File: config.mk
export PLATFORM = sky130hd
export DESIGN_NAME = input_keypad_scan
export DESIGN_NICKNAME = d
export VERILOG_FILES = /design/src/rtl/keypad_pkg.sv /design/src/rtl/keypad_tick_gen.sv /design/src/rtl/input_keypad_scan.sv
export SDC_FILE = /design/constraint.sdc
export NUM_CORES = 1
export LEC_CHECK = 0
export BUFFER_PORTS_ARGS = -buffer_cell sky130_fd_sc_hd__buf_2
export CAP_MARGIN = 20
export CORE_MARGIN = 4
export CORE_UTILIZATION = 59
export CTS_BUF_LIST = sky130_fd_sc_hd__clkbuf_8
export DETAILED_ROUTE_END_ITERATION = 10
export PLACE_DENSITY = 0.87
export SLEW_MARGIN = 5
export SYNTH_ARGS = -nofsm -noshare
export SYNTH_HDL_FRONTEND = slang
export SYNTH_HIERARCHICAL = 1
export SYNTH_SLANG_ARGS = --single-unit
File: constraint.sdc
create_clock -name clk -period 5.8 [get_ports clk]
set_input_delay 1.45 -clock clk [delete_from_list [all_inputs] [get_ports clk]]
set_output_delay 1.45 -clock clk [all_outputs]
set_load 0.01 [all_outputs]
File: src/rtl/keypad_pkg.sv
// Shared definitions for the keypad scanner and the seven-segment display driver.
// Holds the scan FSM state type, the display symbol code space and small decode helpers.
package keypad_pkg;

    typedef enum logic [1:0] {
        SCAN,
        DEBOUNCE_PRESS,
        HELD
    } scan_state_t;

    localparam logic [4:0] BLANK_CODE = 5'd31;
    localparam logic [3:0] ROW_RESET  = 4'b1110;
    localparam logic [3:0] COL_IDLE   = 4'b1111;

    // Display symbol codes: 0-15 render as hex digits, 31 renders as a blank digit.
    localparam logic [4:0] SYM_0     = 5'd0;
    localparam logic [4:0] SYM_1     = 5'd1;
    localparam logic [4:0] SYM_2     = 5'd2;
    localparam logic [4:0] SYM_3     = 5'd3;
    localparam logic [4:0] SYM_4     = 5'd4;
    localparam logic [4:0] SYM_5     = 5'd5;
    localparam logic [4:0] SYM_6     = 5'd6;
    localparam logic [4:0] SYM_7     = 5'd7;
    localparam logic [4:0] SYM_8     = 5'd8;
    localparam logic [4:0] SYM_9     = 5'd9;
    localparam logic [4:0] SYM_A     = 5'd10;
    localparam logic [4:0] SYM_B     = 5'd11;
    localparam logic [4:0] SYM_C     = 5'd12;
    localparam logic [4:0] SYM_D     = 5'd13;
    localparam logic [4:0] SYM_E     = 5'd14;
    localparam logic [4:0] SYM_F     = 5'd15;
    localparam logic [4:0] SYM_BLANK = BLANK_CODE;

    localparam logic [39:0] HISTORY_BLANK = {8{BLANK_CODE}};

    function automatic logic single_low(input logic [3:0] cols);
        return $countones(~cols) == 1;
    endfunction

    function automatic logic [1:0] low_index(input logic [3:0] cols);
        logic [1:0] idx;
        idx = 2'd0;
        for (int i = 0; i < 4; i++) begin
            if (!cols[i]) idx = 2'(i);
        end
        return idx;
    endfunction

    function automatic logic [4:0] make_code(input logic [1:0] row_idx, input logic [1:0] col_idx);
        return {1'b0, row_idx, col_idx};
    endfunction

endpackage

File: src/rtl/keypad_tick_gen.sv
// Free-running enable-tick generator: one-clk pulse every SCAN_PERIOD clocks.
// Replaces derived slow clocks so everything stays in the clk domain.
module keypad_tick_gen #(
    parameter int SCAN_PERIOD = 250000
) (
    input  logic clk,
    input  logic rst_n,
    output logic tick
);

    localparam int CW = (SCAN_PERIOD > 1) ? $clog2(SCAN_PERIOD) : 1;
    localparam logic [CW-1:0] LAST = CW'(SCAN_PERIOD - 1);

    logic [CW-1:0] cnt;

    // NOTE: sequential state uses non-blocking assignments so every flop samples pre-edge values.
    always_ff @(posedge clk or negedge rst_n) begin
        if (!rst_n) begin
            cnt <= '0;
        end else if (cnt == LAST) begin
            cnt <= '0;
        end else begin
            cnt <= cnt + 1'b1;
        end
    end

    assign tick = (cnt == LAST);

endmodule

File: src/rtl/input_keypad_scan.sv
// 4x4 matrix keypad scanner with press/release debounce, emitting display-space key codes.
// Define KEYPAD_HISTORY_EN to build the 8-entry code history shift register.
module input_keypad_scan
    import keypad_pkg::*;
#(
    parameter int SCAN_PERIOD    = 250000,
    parameter int DEBOUNCE_TICKS = 4
) (
    input  logic        clk,
    input  logic        rst_n,
    input  logic [3:0]  col,
    output logic [3:0]  row,
    output logic [4:0]  key_code,
    output logic        key_valid,
    output logic        key_down,
    output logic [39:0] history
);

    localparam int DW = $clog2(DEBOUNCE_TICKS + 1);
    localparam logic [DW-1:0] DEB_DONE = DW'(DEBOUNCE_TICKS);

    logic        tick;
    logic [3:0]  cs_meta, cs;

    scan_state_t state, state_nxt;
    logic [1:0]    row_idx, row_idx_nxt;
    logic [1:0]    col_idx, col_idx_nxt;
    logic [DW-1:0] deb_cnt, deb_nxt, deb_inc;
    logic [4:0]    code_nxt;
    logic          valid_nxt, down_nxt;

    keypad_tick_gen #(.SCAN_PERIOD(SCAN_PERIOD)) u_tick (
        .clk   (clk),
        .rst_n (rst_n),
        .tick  (tick)
    );

    // Columns are asynchronous to clk; only the second flop's output is ever decoded.
    always_ff @(posedge clk or negedge rst_n) begin
        if (!rst_n) begin
            cs_meta <= COL_IDLE;
            cs      <= COL_IDLE;
        end else begin
            cs_meta <= col;
            cs      <= cs_meta;
        end
    end

    assign deb_inc = deb_cnt + 1'b1;

    // NOTE: every always_comb output gets a default first, so no path can infer a latch.
    always_comb begin
        state_nxt   = state;
        row_idx_nxt = row_idx;
        col_idx_nxt = col_idx;
        deb_nxt     = deb_cnt;
        code_nxt    = key_code;
        valid_nxt   = 1'b0;
        down_nxt    = key_down;
        if (tick) begin
            unique case (state)
                SCAN: begin
                    if (single_low(cs)) begin
                        col_idx_nxt = low_index(cs);
                        deb_nxt     = '0;
                        state_nxt   = DEBOUNCE_PRESS;
                    end else begin
                        row_idx_nxt = row_idx + 1'b1;
                    end
                end
                DEBOUNCE_PRESS: begin
                    if (cs == ~(4'b0001 << col_idx)) begin
                        if (deb_inc == DEB_DONE) begin
                            code_nxt  = make_code(row_idx, col_idx);
                            valid_nxt = 1'b1;
                            down_nxt  = 1'b1;
                            deb_nxt   = '0;
                            state_nxt = HELD;
                        end else begin
                            deb_nxt = deb_inc;
                        end
                    end else begin
                        row_idx_nxt = row_idx + 1'b1;
                        deb_nxt     = '0;
                        state_nxt   = SCAN;
                    end
                end
                HELD: begin
                    // Release needs an unbroken run of idle ticks; any low column restarts it.
                    if (cs == COL_IDLE) begin
                        if (deb_inc == DEB_DONE) begin
                            down_nxt    = 1'b0;
                            row_idx_nxt = row_idx + 1'b1;
                            deb_nxt     = '0;
                            state_nxt   = SCAN;
                        end else begin
                            deb_nxt = deb_inc;
                        end
                    end else begin
                        deb_nxt = '0;
                    end
                end
                default: begin
                    deb_nxt   = '0;
                    state_nxt = SCAN;
                end
            endcase
        end
    end

    always_ff @(posedge clk or negedge rst_n) begin
        if (!rst_n) begin
            state     <= SCAN;
            row_idx   <= 2'd0;
            col_idx   <= 2'd0;
            deb_cnt   <= '0;
            key_code  <= BLANK_CODE;
            key_valid <= 1'b0;
            key_down  <= 1'b0;
        end else begin
            state     <= state_nxt;
            row_idx   <= row_idx_nxt;
            col_idx   <= col_idx_nxt;
            deb_cnt   <= deb_nxt;
            key_code  <= code_nxt;
            key_valid <= valid_nxt;
            key_down  <= down_nxt;
        end
    end

    assign row = ~(4'b0001 << row_idx);

`ifdef KEYPAD_HISTORY_EN
    logic [39:0] history_q;

    // NOTE: the history is reset to eight blanks so the display shows nothing before the first key.
    always_ff @(posedge clk or negedge rst_n) begin
        if (!rst_n) begin
            history_q <= HISTORY_BLANK;
        end else if (valid_nxt) begin
            history_q <= {history_q[34:0], code_nxt};
        end
    end

    assign history = history_q;
`else
    assign history = HISTORY_BLANK;
`endif

endmodule

# Word-level counts from Yosys, hierarchy flattened
# Cells that the tools add are included.
word_totals:
  reg_bits: 42
  input_bits: 6
op_classes:
  n_addsub: 6
  eq_ne: 15
  shift: 2
  n_mux: 29
  bitwise_logic: 3
  n_reduce_logical: 9
op_table:
  columns: ["op", "n"]
  rows:
  - ["two-way mux 2 bit", 11]
  - ["adder 18 x 1 -> 18 bit (second input constant)", 1]
  - ["equality test 18 bit (second input constant)", 1]
  - ["two-way mux 18 bit", 1]
  - ["inequality test 2 bit (second input constant)", 7]
  - ["two-way mux 3 bit", 4]
  - ["NOT 4 bit", 3]
  - ["case mux 2 bit (3 select lines)", 2]
  - ["AND reduction 6 bit", 2]
  - ["two-way mux 1 bit", 9]
  - ["case mux 3 bit (3 select lines)", 1]
  - ["left shift 1 x 2 -> 4 bit (first input constant)", 2]
  - ["AND reduction 5 bit", 1]
  - ["adder 1 x 1 -> 2 bit", 2]
  - ["equality test 4 bit", 1]
  - ["equality test 4 bit (second input constant)", 1]
  - ["AND reduction 4 bit", 1]
  - ["adder 2 x 2 -> 3 bit", 1]
  - ["adder 3 x 1 -> 3 bit (second input constant)", 1]
  - ["equality test 3 x 1 -> 1 bit (second input constant)", 1]
  - ["equality test 3 bit (second input constant)", 1]
  - ["inequality test 3 bit (second input constant)", 1]
  - ["AND reduction 3 bit", 1]
  - ["nonzero test 3 bit", 1]
  - ["other kinds (7)", 7]

# Logic depth before layout (Yosys ltp)
depth:
  word_depth: 6
  mapped_depth: 8
  depth_no_buf: 8

# Hierarchy
# The synthesis kept the hierarchy.
by_module_without_submodules:
  columns: ["mod", "n_inst", "cells_each", "area_per_inst_um2"]
  rows:
  - ["input_keypad_scan", 1, 150, 1564.0]
  - ["keypad_tick_gen", 1, 83, 859.6]

# Worst setup path after synthesis
# OpenSTA, ideal clock, no wires.
synth_path:
  kind: "reg-to-reg"
  start: "register cs[0]"
  end: "register state[0]"
  setup_time_ns: 0.128
  arrival_time_ns: 2.488
  required_time_ns: 5.672
  slack_ns: 3.185
  path_stages_with_launch: 9
  period_less_slack_ns: 2.615
  cell_sequence: "dfstp_2 fa_1 inv_1 ha_1 ha_1 o31ai_1 nand2_1 a221oi_1 mux2_1"
synth_via:
  elab_chain_cells: 6
synth_rtl:
  columns: ["item", "line", "source"]
  rows:
  - ["from (decl)", "input_keypad_scan.sv:23", "logic [3:0] cs_meta, cs;"]
  - ["from (signal assigned)", "input_keypad_scan.sv:45", "cs <= cs_meta;"]
  - ["NOT 4 bit", "keypad_pkg.sv:37", "return $countones(~cols) == 1;"]
  - ["adder 1 x 1 -> 2 bit (not written as such)", "keypad_pkg.sv:37", null]
  - ["adder 2 x 2 -> 3 bit (not written as such)", "keypad_pkg.sv:37", null]
  - ["equality test 3 x 1 -> 1 bit", "keypad_pkg.sv:37", null]
  - ["inequality test 2 bit (no line)", null, null]
  - ["AND reduction 5 bit (no line)", null, null]
  - ["to (signal assigned)", "input_keypad_scan.sv:121", "state <= state_nxt;"]
  - ["to (decl)", "input_keypad_scan.sv:25", "scan_state_t state, state_nxt;"]
# Parallel ways exist; a longest one is shown, timed or not.
# A chain may end at the register's enable or synchronous reset.

# Final worst setup path
layout_path:
  start: "register cs[1]"
  end: "register state[0]"
# The elaborated chain is that of the path after synthesis.

==> metrics.txt <==
final hold vios 0; wire length of the first global-routing pass 6420 microns; antenna violations before repair 0; Cell variety after synth 40; root buf cell clkbuf_8; IO Pins 57; post-place instance area 2400 sq um; Area growth, synth to finish 2.99%; DR WL/cell 12.4 microns; chip height 72.1 microns; pwr dens 207 nW/um^2; Net Sw Frac 0.229; Cells after DPL 297; Final min period 2.92 ns; Crit Path Category reg2reg; post-synthesis sequential area ratio 0.440; largest net degree at the start of global routing 43; DP HPWL 2820 microns; Hold WS 0.356 ns; Fin Setup TNS 0 ns; TritonCTS clock tree done; area of the multi-input gates 1120 sq um; net switching power figure 118 uW; Gate Count Post-Synth 233; Overall Global Routing Usage 0.158; crit path max fanout 6; status finished clean; clk sink count 42; #FFs+latches synth 42; Fmax achieved 343 MHz; Max clock buf depth 2; Layout fillers 330; P_leak 1.21 nW; fin nets 274; CP startpoint cs[1]; Worst-Skew Late Latency 0.29 ns; DRC Markers 0; Critical Path AT 3.09 ns; Setup Buffers After CTS 0; RR Startpoint cs[1]; async set-reset flop share out of synthesis 1.00; family with the most delay on the worst path adder cells; ANT cells 0; CP dominant cell by count ha_1; slowest cell on the critical path dfstp_2; Final Max Slew Viols 0; first drt pass iteration count 4; clock power share 0.359; CORE AREA 4000 sq um; grt ovf 0; unrepaired setup endpoints after global routing false; Initial Util 0.606; # rows 23; post-route insts no fill 305; clock slew at reported path FFs 0.07 ns; routability cong. 0.817; final worst-path cycle share 0.503; Slew HR 0.425; Worst Max-Slew Pin Slew 0.863 ns; WL final 3780 microns; Syn Area/Cell 10.4 sq um; Die W 72.1 microns; Combinational Power Share 0.059; Flop pwr share 0.582; Final ANT Viol Nets 0; WP data required 5.97 ns; Vias 1567; register area 1070 sq um; VDD IR max 0.152 mV; PostCTS Resize Cnt 0; critical path cell sequence fa_1 > inv_1 > ha_1 > ha_1 > o31ai_1 > nand2_1 > a221oi_1 > mux2_1; Netlist Area Pre-Place 2420 sq um; 1st-iter DRT viols 136; vias in the first global route 1458; HP Class reg2reg; Yosys warnings 6; Startpoint Class flip-flop; total of max-cap violations 0; number of synthesized flops with an enable pin 0; Worst Setup End Kind flip-flop; die area 5200 sq um; Worst Clk Skew 0.00555 ns; fraction of layout cells with a size suffix above 1 0.176; CP max stage delay 0.58 ns; Post-CTS Hold Buffers 0; top_reg_cell synth dfrtp_1; vias per inst 5.14; Final Cell Area 2500 sq um; final core utilization 0.624; Int Pwr 398 uW; port bufs 16; Hold Startpoint cs_meta[2]; Worst Path Buf+Inv 1; Setup-failing EPs final 0; total CTS buffers 5; H-tree Lvls 2
==> metal layers <==
| metal | up-vias | GRT usage | routed length, microns |
|---|---|---|---|
| met5 | - | 0 | 0 |
| met4 | 0 | 0.0689 | 59 |
| met3 | 4 | 0.0374 | 239 |
| met2 | 57 | 0.260 | 1810 |
| met1 | 751 | 0.197 | 1680 |
| li1 | 755 | - | - |
==> final cells by class <==
class                   instances  area share
well taps                      50      0.0251
multi-input cells             169       0.447
clock buffers                   6      0.0331
inverters                      19      0.0286
flip-flops and latches         42       0.428
repair buffers                 17      0.0351
clock inverters                 2     0.00351
==> power by group through the flow <==
stage          sequential, mW  combinational [mW]  clock, mW
6_report                0.301              0.0306      0.185
3_5_place_dp            0.306              0.0302          0
4_1_cts                 0.300              0.0302      0.192
2_1_floorplan           0.305              0.0405          0
5_1_grt                 0.301              0.0349      0.204
3_3_place_gp            0.305              0.0291          0
==> final timing paths <==
kind,end,slack (ns),cells after the start
worst min-delay path,cs[2],0.36,0
min in group asynchronous,u_tick/cnt[6],1.27,1
max in group asynchronous,deb_cnt[1],3.99,1
worst max register to register,state[0],2.88,8
worst min register to register,cs[2],0.36,0
worst max-delay path,state[0],2.88,8
==> stage by stage <==
step	worst slack [ns]	total power, mW
2_1_floorplan	3.18	0.346
3_3_place_gp	3.08	0.335
3_5_place_dp	2.91	0.336
4_1_cts	2.88	0.523
5_1_grt	2.74	0.540
6_report	2.88	0.516
==> layout by cell type, fill, tap and decap left out, drive strengths merged, types with 8 or more instances in the layout <==
cell | synthesis | final
buf | 42 | 17
conb | 1 | 40
dfrtp | 29 | 29
dfstp | 13 | 13
ha | 13 | 13
inv | 19 | 20
mux2 | 8 | 8
nand2 | 14 | 14
nand3 | 9 | 9
nand4 | 8 | 8
nor2 | 16 | 16
xnor2 | 10 | 10
==> cell usage after synthesis, types with 2 or more instances <==
library cell  count  share of area
nor3b_1           2         0.0062
nor2b_1           2         0.0052
o21ai_1           2         0.0041
dfrtp_1          29           0.30
mux2_1            6          0.028
xor2_1            7          0.025
a221oi_1          2         0.0072
and2_1            2         0.0052
nor4_1            4          0.010
dfstp_2          13           0.14
nor4_2            2          0.010
nand3_1           9          0.019
buf_4            42           0.13
o31ai_1           3         0.0093
nor2_1           16          0.025
nor3_1            2         0.0041
mux2_2            2         0.0093
nand4_1           7          0.018
o2111ai_1         3          0.011
a21oi_1           3         0.0062
nand2_1          14          0.022
ha_1             13          0.067
xnor2_1          10          0.036
inv_1            19          0.029
and3_1            3         0.0077
nand3b_1          2         0.0062
==> cells by family (layout without fill, tap and decap cells) <==
group	Yosys count	count (layout)	share of synthesized area
AO/OA/AOI/OAI	20	20	0.0661
flip-flops	42	42	0.440
XOR/XNOR	17	17	0.0614
other	1	40	0.00155
buffers and inverters	61	44	0.160
multiplexers	8	8	0.0372
AND/OR/NAND/NOR	70	70	0.158
adder cells (fa/ha/maj)	14	14	0.0754
==> flip-flops by register name, indices dropped and copies added, names as in the netlist <==
signal      cells
u_tick/cnt     18
deb_cnt         3
col_idx         2
key_valid       1
state           2
cs_meta         4
key_code        5
row_idx         2
cs              4
key_down        1
(Power assumes the default switching activity.)
